===== src/rtl/pipe_pkg.sv =====
// Shared pipeline types: decoded control bundle and ALU-op codes.
// Imported by the ID/EX register and the hazard/forwarding units.
package pipe_pkg;

  typedef struct packed {
    logic       regwrite;
    logic       memtoreg;
    logic       branch;
    logic       memread;
    logic       memwrite;
    logic       regdst;
    logic       alusrc;
    logic [1:0] aluop;
  } ctrl_t;

  localparam ctrl_t      CTRL_BUBBLE = '0;

  localparam logic [1:0] ALUOP_ADD   = 2'b00;
  localparam logic [1:0] ALUOP_SUB   = 2'b01;
  localparam logic [1:0] ALUOP_RTYPE = 2'b10;

endpackage


===== src/rtl/load_use_detect.sv =====
// Load-use hazard detect: a load in EX whose rt is read by the ID instr.
// Ports: EX valid/memread/rt, ID valid/rs/rt/alusrc in; stall_req out.
module load_use_detect #(
  parameter int RW = 5
) (
  input  logic          ex_valid,
  input  logic          ex_memread,
  input  logic [RW-1:0] ex_rt,
  input  logic          id_valid,
  input  logic [RW-1:0] id_rs,
  input  logic [RW-1:0] id_rt,
  input  logic          id_alusrc,
  output logic          stall_req
);

  logic ex_load;
  logic rs_hit;
  logic rt_hit;

  assign ex_load = ex_valid & ex_memread & (ex_rt != '0);
  assign rs_hit  = (ex_rt == id_rs);
  // rt is only a source when the ALU's B operand is not the immediate
  assign rt_hit  = (ex_rt == id_rt) & ~id_alusrc;

  assign stall_req = ex_load & id_valid & (rs_hit | rt_hit);

endmodule


===== src/rtl/id_ex_reg.sv =====
// ID/EX pipeline register with embedded load-use bubble insertion.
// Ports: ID bundle in, EX bundle out, hold/flush controls, stall_req out.
module id_ex_reg
  import pipe_pkg::*;
#(
  parameter int DW = 32,
  parameter int RW = 5
) (
  input  logic          clk,
  input  logic          reset,
  input  logic          id_valid,
  input  logic          hold,
  input  logic          flush,
  input  logic [8:0]    id_ctrl,
  input  logic [DW-1:0] id_pcplus4,
  input  logic [DW-1:0] id_rdata1,
  input  logic [DW-1:0] id_rdata2,
  input  logic [DW-1:0] id_signext,
  input  logic [RW-1:0] id_rs,
  input  logic [RW-1:0] id_rt,
  input  logic [RW-1:0] id_rd,
  output logic          ex_valid,
  output logic [8:0]    ex_ctrl,
  output logic [DW-1:0] ex_pcplus4,
  output logic [DW-1:0] ex_rdata1,
  output logic [DW-1:0] ex_rdata2,
  output logic [DW-1:0] ex_signext,
  output logic [RW-1:0] ex_rs,
  output logic [RW-1:0] ex_rt,
  output logic [RW-1:0] ex_rd,
  output logic          stall_req
);

  ctrl_t id_c;
  ctrl_t ex_c;
  logic  bubble;

  assign id_c    = ctrl_t'(id_ctrl);
  assign ex_ctrl = ex_c;

  load_use_detect #(
    .RW(RW)
  ) u_lud (
    .ex_valid  (ex_valid),
    .ex_memread(ex_c.memread),
    .ex_rt     (ex_rt),
    .id_valid  (id_valid),
    .id_rs     (id_rs),
    .id_rt     (id_rt),
    .id_alusrc (id_c.alusrc),
    .stall_req (stall_req)
  );

  // flush beats hold so a squashed instr is never retained
  assign bubble = flush | (~hold & stall_req);

  always_ff @(posedge clk or posedge reset) begin
    if (reset) begin
      ex_valid   <= 1'b0;
      ex_c       <= CTRL_BUBBLE;
      ex_pcplus4 <= '0;
      ex_rdata1  <= '0;
      ex_rdata2  <= '0;
      ex_signext <= '0;
      ex_rs      <= '0;
      ex_rt      <= '0;
      ex_rd      <= '0;
    end else if (bubble) begin
      ex_valid   <= 1'b0;
      ex_c       <= CTRL_BUBBLE;
      ex_pcplus4 <= '0;
      ex_rdata1  <= '0;
      ex_rdata2  <= '0;
      ex_signext <= '0;
      ex_rs      <= '0;
      ex_rt      <= '0;
      ex_rd      <= '0;
    end else if (!hold) begin
      ex_valid   <= id_valid;
      ex_c       <= id_valid ? id_c : CTRL_BUBBLE;
      ex_pcplus4 <= id_pcplus4;
      ex_rdata1  <= id_rdata1;
      ex_rdata2  <= id_rdata2;
      ex_signext <= id_signext;
      ex_rs      <= id_rs;
      ex_rt      <= id_rt;
      ex_rd      <= id_rd;
    end
  end

endmodule


===== config.mk =====
export PLATFORM = sky130hd
export DESIGN_NAME = id_ex_reg
export DESIGN_NICKNAME = d
export VERILOG_FILES = /design/src/rtl/pipe_pkg.sv /design/src/rtl/load_use_detect.sv /design/src/rtl/id_ex_reg.sv
export SDC_FILE = /design/constraint.sdc
export NUM_CORES = 1
export LEC_CHECK = 0
export ABC_AREA = 0
export CAP_MARGIN = 20
export CORE_MARGIN = 3
export CORE_UTILIZATION = 43
export DETAILED_ROUTE_END_ITERATION = 10
export PLACE_DENSITY = 0.82
export SLEW_MARGIN = 25
export SYNTH_ARGS = -nofsm -noshare
export SYNTH_HDL_FRONTEND = slang
export SYNTH_HIERARCHICAL = 1
export SYNTH_SLANG_ARGS = --single-unit

===== constraint.sdc =====
create_clock -name clk -period 6.2 [get_ports clk]
set_input_delay 1.24 -clock clk [delete_from_list [all_inputs] [get_ports clk]]
set_output_delay 1.24 -clock clk [all_outputs]
set_load 0.01 [all_outputs]

==> tab_implementation.tex <==
\begin{tabular}{lr}
\hline
Metric & Value \\
\hline
\multicolumn{2}{l}{\textbf{Run status}} \\
\quad Result of the run & finished clean \\
\multicolumn{2}{l}{\textbf{Power and ir drop}} \\
\quad P\_sw & 0.603 mW \\
\quad Worst vdd ir & 190 µV \\
\quad Total internal power & 1.92 mW \\
\quad Proportion of power drawn by combinational gates & 0.156 \\
\quad Clock power frac & 0.416 \\
\quad Post-layout total power & 2.53 mW \\
\quad Power density over cell area & 236 nW/µm² \\
\quad Leakage power & roughly 4.4 nW \\
\quad Sw Ratio & 0.239 \\
\quad Portion of total power attributed to sequential cells & 0.427 \\
\multicolumn{2}{l}{\textbf{Critical path}} \\
\quad Critical path buffers and inverters & 2 \\
\quad Top Family by Delay on Critical Path & buffers and inverters \\
\quad Kind of capture point of the worst setup path & primary output \\
\quad Start-to-end type of the worst setup path & in -> out \\
\quad Data required, critical path & 4.96 ns \\
\quad Arr. time, crit path & 3.14 ns \\
\quad CP Launch Type & input port \\
\quad Most used cell along the critical path & sky130\_fd\_sc\_hd\_\_clkdlybuf4s50\_1 \\
\quad Number of cells traversed by the worst register-to-register path & 8 \\
\quad Launch instance of the worst register-to-register path & ex\_rt[4] \\
\quad Highest net fanout along the worst path & 2 \\
\quad Slowest cell on crit path & sky130\_fd\_sc\_hd\_\_clkdlybuf4s50\_1 \\
\quad Reg-to-reg endpoint & ex\_rs[0] \\
\quad Worst R2R Setup Slack & 3.10 ns \\
\quad Chain of cells forming the critical path & clkdlybuf4s50\_1 > xnor2\_1 > nand4\_1 > or3\_1 > a21oi\_4 > clkdlybuf4s50\_1 \\
\quad Stage delay of the slowest cell on the critical path & between 0.5 and 0.6 ns \\
\multicolumn{2}{l}{\textbf{Timing}} \\
\quad Setup repair after global routing missed its margin & no \\
\quad Final Hold Vio Count & 0 \\
\quad Normalized max-slew margin & 0.354 \\
\quad Setup-failing EPs final & 0 \\
\quad Measured slew at the worst slew-check pin & 0.969 ns \\
\quad Maximum clock frequency & roughly 230 MHz \\
\quad Post-Route Skew & $\sim$0.011 ns \\
\quad Accumulated negative setup slack & 0 ns \\
\quad Clock period minus worst slack & 4.38 ns \\
\quad Fraction of the cycle the final worst path needs & 0.707 \\
\quad Count of pins over their slew limit & 0 \\
\multicolumn{2}{l}{\textbf{Synth}} \\
\quad Seq/Total Area, Yosys & 0.539 \\
\quad Synthesized-area fraction occupied by adder cells & 0 \\
\quad Dominant register cell in the synthesized netlist & sky130\_fd\_sc\_hd\_\_dfrtp\_1 \\
\quad Syn\_area\_per\_cell & 10.2 µm² \\
\quad Fraction of the mapped netlist area in compound gates & 0.110 \\
\quad Share of the synthesized area in the top cell type & 0.539 \\
\quad Dominant combinational cell family by area after synthesis & simple AND/OR/NAND/NOR gates \\
\quad Area of the mapped netlist & between 7000 and 8000 µm² \\
\quad Parity-gate share of the synthesized area counting xor and xnor cells & 0.0123 \\
\quad Area share of and/or/nand/nor cells after synthesis & 0.277 \\
\quad Number of enable flip-flop cells after synthesis & 0 \\
\quad Number of distinct library cell variants in the gate-level netlist after synthesis & 21 \\
\quad Multiplexer share of the synthesized area & 0 \\
\quad Cell accounting for the most synthesized area & sky130\_fd\_sc\_hd\_\_dfrtp\_1 \\
\quad Yosys Warn Count & 6 \\
\quad Biggest area contributors in the synthesized netlist & sky130\_fd\_sc\_hd\_\_dfrtp\_1 (54\%), sky130\_fd\_sc\_hd\_\_or3b\_1 (18\%), sky130\_fd\_sc\_hd\_\_a21oi\_1 (11\%), sky130\_fd\_sc\_hd\_\_nand2\_1 (8.1\%), sky130\_fd\_sc\_hd\_\_buf\_6 (2.1\%) \\
\quad Nets in the synthesized netlist & 855 \\
\quad Flip-flop and latch count after synthesis & 153 \\
\quad Most common cell in the netlist & sky130\_fd\_sc\_hd\_\_a21oi\_1 \\
\quad Post-synth top cells & sky130\_fd\_sc\_hd\_\_a21oi\_1 (154), sky130\_fd\_sc\_hd\_\_dfrtp\_1 (153), sky130\_fd\_sc\_hd\_\_nand2\_1 (153) \\
\quad Async set or reset register ratio after synthesis & 1.00 \\
\quad Synthesized netlist cell count & 698 \\
\multicolumn{2}{l}{\textbf{Routing}} \\
\quad Number of design rule violations left after detail routing & 0 \\
\quad WL per Instance & 17.5 µm \\
\quad ANT nets after route & 0 \\
\quad Via count of the routed design & 6152 \\
\quad Post-detailed-routing wire length & between 20 and 25 mm \\
\quad 1st-pass router iterations & 4 \\
\quad DR vias/cell & between 5 and 6 \\
\quad First DRT Iteration DRCs & 375 \\
\multicolumn{2}{l}{\textbf{Global route}} \\
\quad Number of global-route vias before repair & 6154 \\
\quad Total global-route track usage & 0.228 \\
\quad Aggregate global routing overflow & 0 \\
\quad Pin count of the biggest net entering global routing & 113 \\
\quad Initial antenna violation count & 1 \\
\quad Global-route wire length before repair & 32.5 mm \\
\multicolumn{2}{l}{\textbf{Worst hold path}} \\
\quad Hold\_sp & ex\_rdata2[4] \\
\quad End of the worst hold path & ex\_rdata2[4] \\
\quad Hold crit path type & reg -> reg \\
\quad Cell depth of the worst min-delay path & 2 \\
\multicolumn{2}{l}{\textbf{Layout}} \\
\quad Post-layout utilization of the core & 0.669 \\
\quad Number of nets in the finished design & 1123 \\
\quad Filler cell count & 1252 \\
\quad Layout cells sized above 1 & 0.0409 \\
\quad Layout-stage area growth over the synthesis result & 50.8\% \\
\multicolumn{2}{l}{\textbf{Clocking}} \\
\quad Post-CTS setup buffer count & 0 \\
\quad Number of cells upsized or downsized after cts & 0 \\
\quad Clock buffers created by TritonCTS & 17 \\
\quad Maximum number of buffers from clock root to sink & 2 \\
\quad Source-to-sink clock delay at the later pin of the worst-skew pair & 0.42 ns \\
\quad H-tree depth & 4 \\
\quad Number of clock sinks seen by CTS & roughly 150 \\
\quad CTS tree & built \\
\quad Clock-pin slew of the registers on the worst-case setup and hold paths & 0.06 ns \\
\quad Number of buffers inserted for hold repair after clock tree synthesis & 0 \\
\quad Master cell of the clock root buffer & sky130\_fd\_sc\_hd\_\_clkbuf\_16 \\
\multicolumn{2}{l}{\textbf{Floorplanning}} \\
\quad Vertical extent of the die & 135 µm \\
\quad Starting Density & 0.444 \\
\quad Top-Level Pins & 311 \\
\quad Die area & $\sim$18000 µm² \\
\quad DIE WIDTH & 135 µm \\
\quad Placement row count & 46 \\
\quad Core Box Area & 16000 µm² \\
\multicolumn{2}{l}{\textbf{Placed design}} \\
\quad Placer Congestion & 0.753 \\
\quad Port bufs & 310 \\
\quad Placed wire-length estimate & 14.2 mm \\
\multicolumn{2}{l}{\textbf{Run}} \\
\quad Maximum capacitance violations & 0 \\
\hline
\end{tabular}
## worst reg2reg max path, cell delays in order (launching register included)
cell and delay, ns:
sky130_fd_sc_hd__dfrtp_1 0.44, sky130_fd_sc_hd__xnor2_1 0.23, sky130_fd_sc_hd__nand4_1 0.13, sky130_fd_sc_hd__or3_1 0.41
sky130_fd_sc_hd__a21oi_4 0.17, sky130_fd_sc_hd__buf_4 0.48, sky130_fd_sc_hd__buf_4 0.74, sky130_fd_sc_hd__or3b_1 0.26
sky130_fd_sc_hd__a21oi_1 0.07
## metal layers
layer	track usage	wire, µm
met5	0	0
met2	0.360	9850
met3	0.0917	2080
met4	0.0831	397
met1	0.284	8600
## stage by stage
step	cell area (µm²)	cells	setup slack, ns	hold slack, ns
after CTS	10700	1195	1.81	0.519
after global placement	10100	1163	1.81	0.505
after detailed placement	10100	1163	1.81	0.511
final	10700	1196	1.82	0.515
after floorplan	7100	698	0.839	0.551
after global routing	10700	1196	1.79	0.536
## worst max path at each step
stage,from,cells after the start,slack (ns),endpoint
floorplan,reset,1,0.84,ex_ctrl[0]
global placement,id_rt[4],6,1.81,stall_req
detailed placement,id_rt[4],6,1.81,stall_req
CTS,id_rt[4],6,1.81,stall_req
global route,id_rt[1],6,1.79,stall_req
finish,id_rt[4],6,1.82,stall_req
## layout by cell type, fill, tap and decap left out
master and count:
sky130_fd_sc_hd__a21oi_1 153, sky130_fd_sc_hd__a21oi_4 1, sky130_fd_sc_hd__buf_4 8, sky130_fd_sc_hd__bufinv_16 3
sky130_fd_sc_hd__clkbuf_1 3, sky130_fd_sc_hd__clkbuf_16 17, sky130_fd_sc_hd__clkbuf_8 2, sky130_fd_sc_hd__clkdlybuf4s50_1 308
sky130_fd_sc_hd__clkinv_2 2, sky130_fd_sc_hd__clkinv_4 2, sky130_fd_sc_hd__clkinvlp_4 4, sky130_fd_sc_hd__dfrtp_1 153
sky130_fd_sc_hd__diode_2 1, sky130_fd_sc_hd__inv_6 1, sky130_fd_sc_hd__nand2_1 153, sky130_fd_sc_hd__nand3_1 1
sky130_fd_sc_hd__nand4_1 1, sky130_fd_sc_hd__nand4bb_1 9, sky130_fd_sc_hd__nor3_1 1, sky130_fd_sc_hd__o2111ai_1 1
sky130_fd_sc_hd__or3_1 1, sky130_fd_sc_hd__or3b_1 144, sky130_fd_sc_hd__or4_1 1, sky130_fd_sc_hd__xnor2_1 6
sky130_fd_sc_hd__xor2_1 4
## sequential cells by signal (all words and copies together) (netlist names)
signal      cells
ex_rs           5
ex_ctrl         9
ex_valid        1
ex_rt           5
ex_pcplus4     32
ex_rdata1      32
ex_signext     32
ex_rd           5
ex_rdata2      32
## power by group through the flow
stage	clock (mW)	sequential [mW]	combinational (mW)
after floorplan	0	1.12	0.143
after global placement	0	1.10	0.392
after detailed placement	0	1.10	0.398
after CTS	1.08	1.08	0.400
after global routing	1.12	1.09	0.428
final	1.05	1.08	0.395
## kinds of logic (layout without fill, tap and decap cells)
kind of cell,after synthesis,after routing
and+or+nand+nor,311,311
AOI/OAI and AO/OA,155,155
other,0,1
DFF,153,153
xor gates and xnor gates,10,10
buffers and inverters,69,350
## layout make-up
| type | instances | area [µm²] | area share |
|---|---|---|---|
| multi-input cells | 476 | 2850 | 0.266 |
| well taps | 216 | 270 | 0.0252 |
| flip-flops and latches | 153 | 3830 | 0.357 |
| clock inverters | 11 | 148 | 0.0138 |
| repair buffers | 317 | 3160 | 0.295 |
| diodes | 1 | 2.50 | 0.000234 |
| inverters | 1 | 8.76 | 0.000818 |
| clock buffers | 21 | 450 | 0.0421 |
(Power assumes the default switching activity.)
